File: src/rtl/alu_pkg.sv
// Shared definitions for iter_alu.
// Contents:
//   - ALUControl opcode values (the legacy AND/OR/ADD/SUB codes are unchanged)
//   - FSM state encoding
//   - opcode classification helpers
package alu_pkg;

    localparam logic [3:0] OpAnd  = 4'b0000;
    localparam logic [3:0] OpOr   = 4'b0001;
    localparam logic [3:0] OpAdd  = 4'b0010;
    localparam logic [3:0] OpXor  = 4'b0011;
    localparam logic [3:0] OpSll  = 4'b0100;
    localparam logic [3:0] OpSrl  = 4'b0101;
    localparam logic [3:0] OpSub  = 4'b0110;
    localparam logic [3:0] OpSra  = 4'b0111;
    localparam logic [3:0] OpSlt  = 4'b1000;
    localparam logic [3:0] OpSltu = 4'b1001;
    localparam logic [3:0] OpMul  = 4'b1010;
    localparam logic [3:0] OpRsvd = 4'b1011;
    localparam logic [3:0] OpDivu = 4'b1100;
    localparam logic [3:0] OpRemu = 4'b1101;
    localparam logic [3:0] OpDiv  = 4'b1110;
    localparam logic [3:0] OpRem  = 4'b1111;

    typedef enum logic [1:0] {
        IDLE = 2'd0,
        BUSY = 2'd1,
        DONE = 2'd2
    } alu_state_e;

    // MUL and the four divide/remainder ops run through the iterative unit.
    function automatic logic is_iterative(input logic [3:0] op);
        return (op == OpMul) || (op[3:2] == 2'b11);
    endfunction

    function automatic logic is_div_op(input logic [3:0] op);
        return op[3:2] == 2'b11;
    endfunction

    function automatic logic is_signed_div(input logic [3:0] op);
        return (op == OpDiv) || (op == OpRem);
    endfunction

    function automatic logic is_rem_op(input logic [3:0] op);
        return (op == OpRemu) || (op == OpRem);
    endfunction

endpackage

File: src/rtl/iter_alu_muldiv_iter.sv
// muldiv_iter: radix-2 iterative multiplier / restoring divider.
// Ports:
//   clk, rst_n  clock, async active-low reset
//   flush       abandon the operation in flight
//   start       latch op/a/b and begin WIDTH steps
//   op          ALUControl code (MUL, DIVU, REMU, DIV, REM)
//   a, b        operands (a = multiplicand / dividend, b = multiplier / divisor)
//   busy        an operation is in flight
//   done        high during the final step; result is valid in that cycle
//   result      final value, including sign fix-up for signed divide/remainder
// Divide-by-zero and signed overflow are resolved by the parent and never started here.
module muldiv_iter
    import alu_pkg::*;
#(
    parameter int unsigned WIDTH = 64
) (
    input  logic             clk,
    input  logic             rst_n,
    input  logic             flush,
    input  logic             start,
    input  logic [3:0]       op,
    input  logic [WIDTH-1:0] a,
    input  logic [WIDTH-1:0] b,
    output logic             busy,
    output logic             done,
    output logic [WIDTH-1:0] result
);

    localparam int unsigned CntW = $clog2(WIDTH);
    localparam logic [CntW-1:0] LastStep = CntW'(WIDTH - 1);

    // Shared working registers:
    //   MUL: r_a = partial product, r_b = shifted multiplicand, r_c = remaining multiplier
    //   DIV: r_a = partial remainder, r_b = divisor magnitude, r_c = dividend/quotient shifter
    logic [WIDTH-1:0] r_a_q, r_a_d;
    logic [WIDTH-1:0] r_b_q, r_b_d;
    logic [WIDTH-1:0] r_c_q, r_c_d;
    logic [CntW-1:0]  cnt_q;
    logic             busy_q;
    logic             is_mul_q;
    logic             is_rem_q;
    logic             neg_quo_q;
    logic             neg_rem_q;

    logic             a_neg;
    logic             b_neg;
    logic [WIDTH-1:0] a_mag;
    logic [WIDTH-1:0] b_mag;
    logic [WIDTH:0]   shifted;
    logic [WIDTH:0]   diff;

    // Magnitudes for signed division; -MIN wraps to MIN, which is the correct unsigned magnitude.
    always_comb begin
        a_neg = is_signed_div(op) & a[WIDTH-1];
        b_neg = is_signed_div(op) & b[WIDTH-1];
        a_mag = a_neg ? -a : a;
        b_mag = b_neg ? -b : b;
    end

    always_comb begin
        shifted = {r_a_q, r_c_q[WIDTH-1]};
        // Top bit set means borrow: divisor does not fit, restore the shifted remainder.
        diff    = shifted - {1'b0, r_b_q};
        if (is_mul_q) begin
            r_a_d = r_a_q + (r_c_q[0] ? r_b_q : '0);
            r_b_d = r_b_q << 1;
            r_c_d = r_c_q >> 1;
        end else begin
            r_a_d = diff[WIDTH] ? shifted[WIDTH-1:0] : diff[WIDTH-1:0];
            r_b_d = r_b_q;
            r_c_d = {r_c_q[WIDTH-2:0], ~diff[WIDTH]};
        end

        if (is_mul_q) begin
            result = r_a_d;
        end else if (is_rem_q) begin
            result = neg_rem_q ? -r_a_d : r_a_d;
        end else begin
            result = neg_quo_q ? -r_c_d : r_c_d;
        end
    end

    always_ff @(posedge clk or negedge rst_n) begin
        if (!rst_n) begin
            busy_q    <= 1'b0;
            cnt_q     <= '0;
            r_a_q     <= '0;
            r_b_q     <= '0;
            r_c_q     <= '0;
            is_mul_q  <= 1'b0;
            is_rem_q  <= 1'b0;
            neg_quo_q <= 1'b0;
            neg_rem_q <= 1'b0;
        end else if (flush) begin
            busy_q <= 1'b0;
            cnt_q  <= '0;
        end else if (start) begin
            busy_q    <= 1'b1;
            cnt_q     <= '0;
            is_mul_q  <= (op == OpMul);
            is_rem_q  <= is_rem_op(op);
            neg_quo_q <= a_neg ^ b_neg;
            neg_rem_q <= a_neg;
            r_a_q     <= '0;
            if (op == OpMul) begin
                r_b_q <= a;
                r_c_q <= b;
            end else begin
                r_b_q <= b_mag;
                r_c_q <= a_mag;
            end
        end else if (busy_q) begin
            r_a_q <= r_a_d;
            r_b_q <= r_b_d;
            r_c_q <= r_c_d;
            if (cnt_q == LastStep) begin
                busy_q <= 1'b0;
                cnt_q  <= '0;
            end else begin
                cnt_q <= cnt_q + 1'b1;
            end
        end
    end

    assign busy = busy_q;
    assign done = busy_q && (cnt_q == LastStep);

endmodule

File: src/rtl/iter_alu.sv
// iter_alu: handshaked ALU with single-cycle logic/shift/compare ops and
// iterative MUL/DIV/REM (RV64M-style results).
// Ports:
//   clk, rst_n            clock, async active-low reset
//   in_valid / in_ready   operation handshake; X, Y, ALUControl sampled on acceptance only
//   X, Y                  operands (Y also divisor / shift amount)
//   ALUControl            operation select
//   flush                 abort anything in flight; blocks acceptance while high
//   out_valid / out_ready result handshake
//   ALUResult, Zero       registered result and its zero flag
// Simple ops, divide-by-zero, signed overflow and the reserved code finish in one cycle;
// MUL/DIV/REM otherwise take WIDTH+1 cycles.
module iter_alu
    import alu_pkg::*;
#(
    parameter int unsigned WIDTH   = 64,
    parameter int unsigned SHAMT_W = $clog2(WIDTH)
) (
    input  logic             clk,
    input  logic             rst_n,
    input  logic             in_valid,
    output logic             in_ready,
    input  logic [WIDTH-1:0] X,
    input  logic [WIDTH-1:0] Y,
    input  logic [3:0]       ALUControl,
    input  logic             flush,
    output logic             out_valid,
    input  logic             out_ready,
    output logic [WIDTH-1:0] ALUResult,
    output logic             Zero
);

    localparam logic [WIDTH-1:0] MinNeg = {1'b1, {(WIDTH - 1){1'b0}}};

    alu_state_e       state_q, state_d;
    logic [WIDTH-1:0] result_q, result_d;
    logic             zero_q, zero_d;

    logic             accept;
    logic             div_zero;
    logic             div_ovf;
    logic             use_iter;
    logic             md_start;
    logic             md_busy;
    logic             md_done;
    logic [WIDTH-1:0] md_result;
    logic [SHAMT_W-1:0] shamt;
    logic [WIDTH-1:0] quick;

    // md_busy is only ever high in BUSY; folding it in keeps the handshake safe if that changes.
    assign in_ready  = (state_q == IDLE) && !md_busy;
    assign out_valid = (state_q == DONE);
    assign accept    = in_ready && in_valid && !flush;

    assign div_zero  = is_div_op(ALUControl) && (Y == '0);
    assign div_ovf   = is_signed_div(ALUControl) && (X == MinNeg) && (Y == '1);
    assign use_iter  = is_iterative(ALUControl) && !div_zero && !div_ovf;
    assign shamt     = Y[SHAMT_W-1:0];

    // Single-cycle results, including the divide corner cases that skip iteration.
    always_comb begin
        quick = '0;
        unique case (ALUControl)
            OpAnd:  quick = X & Y;
            OpOr:   quick = X | Y;
            OpAdd:  quick = X + Y;
            OpSub:  quick = X - Y;
            OpXor:  quick = X ^ Y;
            OpSll:  quick = X << shamt;
            OpSrl:  quick = X >> shamt;
            OpSra:  quick = $unsigned($signed(X) >>> shamt);
            OpSlt:  quick = {{(WIDTH - 1){1'b0}}, $signed(X) < $signed(Y)};
            OpSltu: quick = {{(WIDTH - 1){1'b0}}, X < Y};
            OpDivu, OpDiv: begin
                if (div_zero) begin
                    quick = '1;
                end else if (div_ovf) begin
                    quick = X;
                end
            end
            OpRemu, OpRem: begin
                if (div_zero) begin
                    quick = X;
                end
            end
            default: quick = '0;  // MUL (iterative) and the reserved code
        endcase
    end

    always_comb begin
        state_d  = state_q;
        result_d = result_q;
        zero_d   = zero_q;
        md_start = 1'b0;
        unique case (state_q)
            IDLE: begin
                if (accept) begin
                    if (use_iter) begin
                        md_start = 1'b1;
                        state_d  = BUSY;
                    end else begin
                        result_d = quick;
                        zero_d   = (quick == '0);
                        state_d  = DONE;
                    end
                end
            end
            BUSY: begin
                if (flush) begin
                    state_d = IDLE;
                end else if (md_done) begin
                    result_d = md_result;
                    zero_d   = (md_result == '0);
                    state_d  = DONE;
                end
            end
            DONE: begin
                if (flush || out_ready) begin
                    state_d = IDLE;
                end
            end
            default: state_d = IDLE;
        endcase
    end

    always_ff @(posedge clk or negedge rst_n) begin
        if (!rst_n) begin
            state_q  <= IDLE;
            result_q <= '0;
            zero_q   <= 1'b0;
        end else begin
            state_q  <= state_d;
            result_q <= result_d;
            zero_q   <= zero_d;
        end
    end

    muldiv_iter #(
        .WIDTH(WIDTH)
    ) u_muldiv (
        .clk   (clk),
        .rst_n (rst_n),
        .flush (flush),
        .start (md_start),
        .op    (ALUControl),
        .a     (X),
        .b     (Y),
        .busy  (md_busy),
        .done  (md_done),
        .result(md_result)
    );

    assign ALUResult = result_q;
    assign Zero      = zero_q;

endmodule

File: config.mk
export PLATFORM = sky130hd
export DESIGN_NAME = iter_alu
export DESIGN_NICKNAME = d
export VERILOG_FILES = /design/src/rtl/alu_pkg.sv /design/src/rtl/iter_alu_muldiv_iter.sv /design/src/rtl/iter_alu.sv
export SDC_FILE = /design/constraint.sdc
export NUM_CORES = 2
export LEC_CHECK = 0
export CAP_MARGIN = 20
export CORE_UTILIZATION = 48
export CTS_BUF_LIST = sky130_fd_sc_hd__clkbuf_8
export DETAILED_ROUTE_END_ITERATION = 16
export GPL_TIMING_DRIVEN = 0
export PLACE_DENSITY = 0.65
export SLEW_MARGIN = 20
export SYNTH_ARGS = -nofsm -noshare
export SYNTH_HDL_FRONTEND = slang
export SYNTH_SLANG_ARGS = --single-unit
File: constraint.sdc
create_clock -name clk -period 16.53 [get_ports clk]
set_input_delay 3.306 -clock clk [delete_from_list [all_inputs] [get_ports clk]]
set_output_delay 3.306 -clock clk [all_outputs]
set_load 0.1 [all_outputs]
==> impl_metrics.csv, run 1 <==
group,metric,value,unit
synthesis,seq_area_frac_synth,0.1299,
placed_design,dpl_cell_area,56130,µm²
synthesis,synthDominantCellAreaShare,0.1299,
synthesis,post_synth_main_area_contributors,"dfrtp_1, ha_1, a21oi_1, nor2_1, nand2_1",
grt,grt_pass1_wl,552400,µm
clock_tree,htreeDepth,2,
outcome,toolErrorMsg,"[ERROR GRT-0116] Global routing finished with congestion. Check the congestion regions in the DRC Viewer.",
synthesis,ys_ff_latch,270,
synthesis,async_flop_share,1.000,
placed_design,placed_cells,9159,
synthesis,syn-num-nets,8004,
clock_tree,cts.path.max_buffers,3,
placed_design,detailed_place_hpwl,295900,µm
synthesis,ys.warnings.count,0,
synthesis,synth_top_area_cell,"dfrtp_1",
die,die_x,331.2,µm
grt,overflow,65,
placed_design,gp_congestion,1.273,
clock_tree,ctsHoldBuffers,0,
die,rows,120,
outcome,status,"aborted with a tool error",
die,ios,204,
synthesis,synth-edff-count,0,
grt,grt_usage,0.6959,
die,start_util,0.4853,
clock_tree,cts_resized,0,
synthesis,synthFlopType,"dfrtp_1",
synthesis,synthCells,7537,
synthesis,syn-cell-area,52020,µm²
clock_tree,cts-root-buf,"clkbuf_8",
clock_tree,cts_setup_buffers,0,
outcome,lastStage,"global routing (5_1_grt)",
placed_design,port_buffers,200,
grt,grt_pass1_vias,72150,
synthesis,synth.distinct_cells,111,
clock_tree,cts_num_sinks,270,
grt,grt_start_max_net_pins,97,
clock_tree,cts_made_buffers,44,
die,die_h,331.2,µm
synthesis,avgSynthCellArea,6.902,µm²
## metrics by stage
stage                     TNS, ns    util  worst slack [ns]
after floorplan                 0       -             6.016
after global placement     -2.766  0.5203            -1.603
after detailed placement        0  0.5236            0.8945
after CTS                       0  0.5323             1.033
## kinds of logic after synthesis
kind of cell / count (synthesis) / synth area share
DFF: 270 / 0.1299
AOI/OAI and AO/OA: 2652 / 0.3283
xor gates and xnor gates: 317 / 0.05337
and+or+nand+nor: 2690 / 0.2398
buffers and inverters: 918 / 0.06847
adders and majority gates: 330 / 0.07994
muxes: 360 / 0.1002
## metal layers
metal / track usage / GRT overflow
met1: 0.7062 / 1
met2: 0.9028 / 38
met3: 0.4729 / 1
met4: 0.7193 / 25
met5: 0.1164 / 0
## Yosys cell counts, types with 65 or more instances
cell type	number
inv_1	307
nand4_1	113
nor4_1	86
clkbuf_1	464
buf_1	83
or3_1	67
mux4_2	123
and2_1	101
xnor2_1	240
a31oi_1	81
a21o_1	96
o31ai_1	96
nor3_1	170
o21bai_1	65
xor2_1	77
nor2_1	877
dfrtp_1	270
mux2i_1	179
a21oi_1	772
ha_1	326
o21ai_0	600
a211oi_1	234
o211ai_1	90
nand3_1	183
nand2_1	802
==> run 2: changes to the inputs <==
--- a/config.mk
+++ b/config.mk
@@ -6,11 +6,10 @@
 export NUM_CORES = 2
 export LEC_CHECK = 0
 export CAP_MARGIN = 20
-export CORE_UTILIZATION = 48
-export CTS_BUF_LIST = sky130_fd_sc_hd__clkbuf_8
+export CORE_UTILIZATION = 33
 export DETAILED_ROUTE_END_ITERATION = 16
 export GPL_TIMING_DRIVEN = 0
-export PLACE_DENSITY = 0.65
+export PLACE_DENSITY_LB_ADDON = 0.15
 export SLEW_MARGIN = 20
 export SYNTH_ARGS = -nofsm -noshare
 export SYNTH_HDL_FRONTEND = slang
==> impl_metrics.csv, run 2 <==
group,metric,value,unit
outcome,status,"complete, but fails checks",
outcome,violations,"setup timing",
timing,tightest_slew,1.376,ns
power_and_ir_drop,p_comb_frac,0.754,
grt,grt_pass1_wl,559700,µm
timing,rsz0062_at_grt,"no",
grt,grt_usage,0.5126,
timing,finalWorstSetupSlack,-0.4531,ns
critical_path,reg2reg_depth,29,
clock_tree,ctsHoldBuffers,0,
power_and_ir_drop,p_switching,5.026,mW
grt,top_usage_layer,"met2",
synthesis,ys_ff_latch,270,
power_and_ir_drop,power_frac_seq,0.149,
placed_design,gp_congestion,1.107,
grt,grt_pass1_vias,65470,
clock_tree,htreeDepth,1,
synthesis,seq_area_frac_synth,0.1299,
synthesis,synth.distinct_cells,111,
detailed_routing,vias_per_cell,6.968,
clock_tree,cts_num_sinks,270,
placed_design,place_ws,0.2879,ns
timing,whs,0.5078,ns
critical_path,critPathMaxStageDelay,1.01,ns
grt,grt_start_max_net_pins,75,
clock_tree,cts_tree,"yes",
synthesis,post-synth-top-count-cell,"nor2_1",
timing,max_freq,58.88,MHz
timing,fin_crit_sh,1.027,
clock_tree,clk_latency,0.65,ns
worst_hold_path,whs_path_depth,1,
critical_path,endpoint_kind,"register",
clock_tree,cts_made_buffers,31,
power_and_ir_drop,clockPowerShare,0.098,
detailed_routing,routed_wl,424500,µm
clock_tree,cts-root-buf,"clkbuf_16",
worst_hold_path,hold_path_startpoint,"ALUResult[50]$_DFFE_PN0P_",
synthesis,synthDominantCellAreaShare,0.1299,
critical_path,critPathMaxFanout,11,
timing,final-max-slew-violation-count,0,
clock_tree,cts.path.max_buffers,3,
timing,skew,0.01625,ns
final_layout,fillers,17110,
critical_path,crit_type,"register to register",
synthesis,synthFlopType,"dfrtp_1",
critical_path,regToRegSetupSlack,-0.45,ns
power_and_ir_drop,leakage,22.76,nW
final_layout,layout_common_cells,"nor2_1, nand2_1, a21oi_1",
power_and_ir_drop,p_per_area,138.2,nW/µm²
final_layout,num-nets-final,8267,
synthesis,yosys-top-cells-count,"nor2_1, nand2_1, a21oi_1, o21ai_0, clkbuf_1",
die,die_x,399.1,µm
timing,setup_violations,1,
power_and_ir_drop,vdd_drop_max,0.1101,mV
final_layout,drive_gt1_frac,0.06621,
detailed_routing,drt_first_pass_iters,9,
critical_path,cp_slowest_cell,"buf_1",
synthesis,synthCells,7537,
detailed_routing,drt-initial-drc-count,10720,
die,rows,145,
synthesis,avgSynthCellArea,6.902,µm²
grt,antenna_found_initial,26,
detailed_routing,wl_per_cell,42.86,µm
grt,use_met1,0.5687,
grt,met3_usage,0.1483,
final_layout,multiInputGateArea,42020,µm²
synthesis,post_synth_main_area_contributors,"dfrtp_1, ha_1, a21oi_1, nor2_1, nand2_1",
final_layout,fin_area,58440,µm²
final_layout,syn_to_final_growth,12.34,%
worst_hold_path,whs_endpoint,"ALUResult[50]$_DFFE_PN0P_",
critical_path,cp_data_arrival_time,17.54,ns
detailed_routing,drc,0,
critical_path,r2r_start,"u_muldiv.is_mul_q$_DFFE_PN0P_",
placed_design,dpl_cell_area,57190,µm²
critical_path,reg2reg_to,"Zero$_DFFE_PN0P_",
die,ios,204,
synthesis,synth-edff-count,0,
clock_tree,cts_resized,0,
critical_path,cp-start-kind,"register",
detailed_routing,ant_nets,0,
detailed_routing,via_count,69010,
timing,hold_violations,0,
grt,grtUsageMet2,0.7725,
final_layout,final_common_cell,"nor2_1",
die,die_h,399.1,µm
critical_path,cp_common_cell,"buf_2",
synthesis,ys.warnings.count,0,
timing,period_needed,16.98,ns
die,start_util,0.3327,
power_and_ir_drop,power.internal,3.049,mW
grt,overflow,0,
final_layout,final-seq-area,6756,µm²
die,dieArea,159200,µm²
power_and_ir_drop,swShare,0.6224,
synthesis,async_flop_share,1.000,
synthesis,synth_top_area_cell,"dfrtp_1",
timing,relSlewSlack,0.05656,
timing,setup_tns,-0.4531,ns
die,core_area,156400,µm²
synthesis,syn-cell-area,52020,µm²
clock_tree,cts_setup_buffers,0,
critical_path,worstPathRequired,17.09,ns
placed_design,detailed_place_hpwl,354200,µm
flow_run,drv_cap,0,
synthesis,syn-num-nets,8004,
clock_tree,cts.clk_slew.worst_paths,0.07,ns
worst_hold_path,hp-class,"register to register",
placed_design,port_buffers,200,
run 2: cell counts after synthesis:
No cell type changed its count.
run 2: routing by layer:
metal,vias up,routed length [µm]
li1,28470,-
met1,33570,150100
met2,5197,177600
met3,1760,44800
met4,12,51880
met5,-,82
run 2: logic make-up after synthesis:
logic type      Yosys count  synth area share
compound gates         2652            0.3283
xor+xnor                317           0.05337
fa+ha+maj               330           0.07994
buf+inv                 918           0.06847
flops                   270            0.1299
mux                     360            0.1002
simple gates           2690            0.2398
run 2: critical path, delay by kind of cell (launching register included):
family          cells  cell delay (ns)
fa+ha+maj           1             0.24
simple gates       10             5.21
compound gates      3             0.76
buf+inv            15            10.16
flops               1             0.34
run 2: worst max path at each step:
stage                        to                          start  slack, ns
2_1_floorplan  Zero$_DFFE_PN0P_                           Y[2]       6.02
3_3_place_gp   Zero$_DFFE_PN0P_                           Y[2]      -3.79
3_5_place_dp   Zero$_DFFE_PN0P_                           Y[2]       0.29
4_1_cts        Zero$_DFFE_PN0P_  u_muldiv.is_mul_q$_DFFE_PN0P_       0.85
5_1_grt        Zero$_DFFE_PN0P_  u_muldiv.is_mul_q$_DFFE_PN0P_       0.23
6_report       Zero$_DFFE_PN0P_  u_muldiv.is_mul_q$_DFFE_PN0P_      -0.45
run 2: cell type report:
class                   instances  area share
plain buffers                 601     0.04164
well taps                    2058     0.04406
repair buffers                230     0.03980
clock inverters                19    0.003982
flip-flops and latches        270      0.1156
multi-input cells            6349      0.7190
clock buffers                  38     0.01458
diodes                         22   0.0009420
inverters                     317     0.02036
run 2: power by group through the flow:
stage / Clock (mW) / Combinational (mW) / Sequential [mW]
after floorplan: 0 / 3.26 / 1.42
after global placement: 0 / 5.70 / 1.18
after detailed placement: 0 / 5.74 / 1.18
after CTS: 0.781 / 5.78 / 1.17
after global routing: 0.799 / 6.27 / 1.21
final: 0.789 / 6.09 / 1.20
run 2: per-stage QoR:
step / power, mW / util / instances
2_1_floorplan: 4.684 / - / 7537
3_3_place_gp: 6.882 / 0.3619 / 9795
3_5_place_dp: 6.927 / 0.3657 / 9822
4_1_cts: 7.732 / 0.3726 / 9879
5_1_grt: 8.284 / 0.3735 / 9891
6_report: 8.075 / 0.3737 / 9904
No activity file was read; power rests on OpenSTA's default activity.
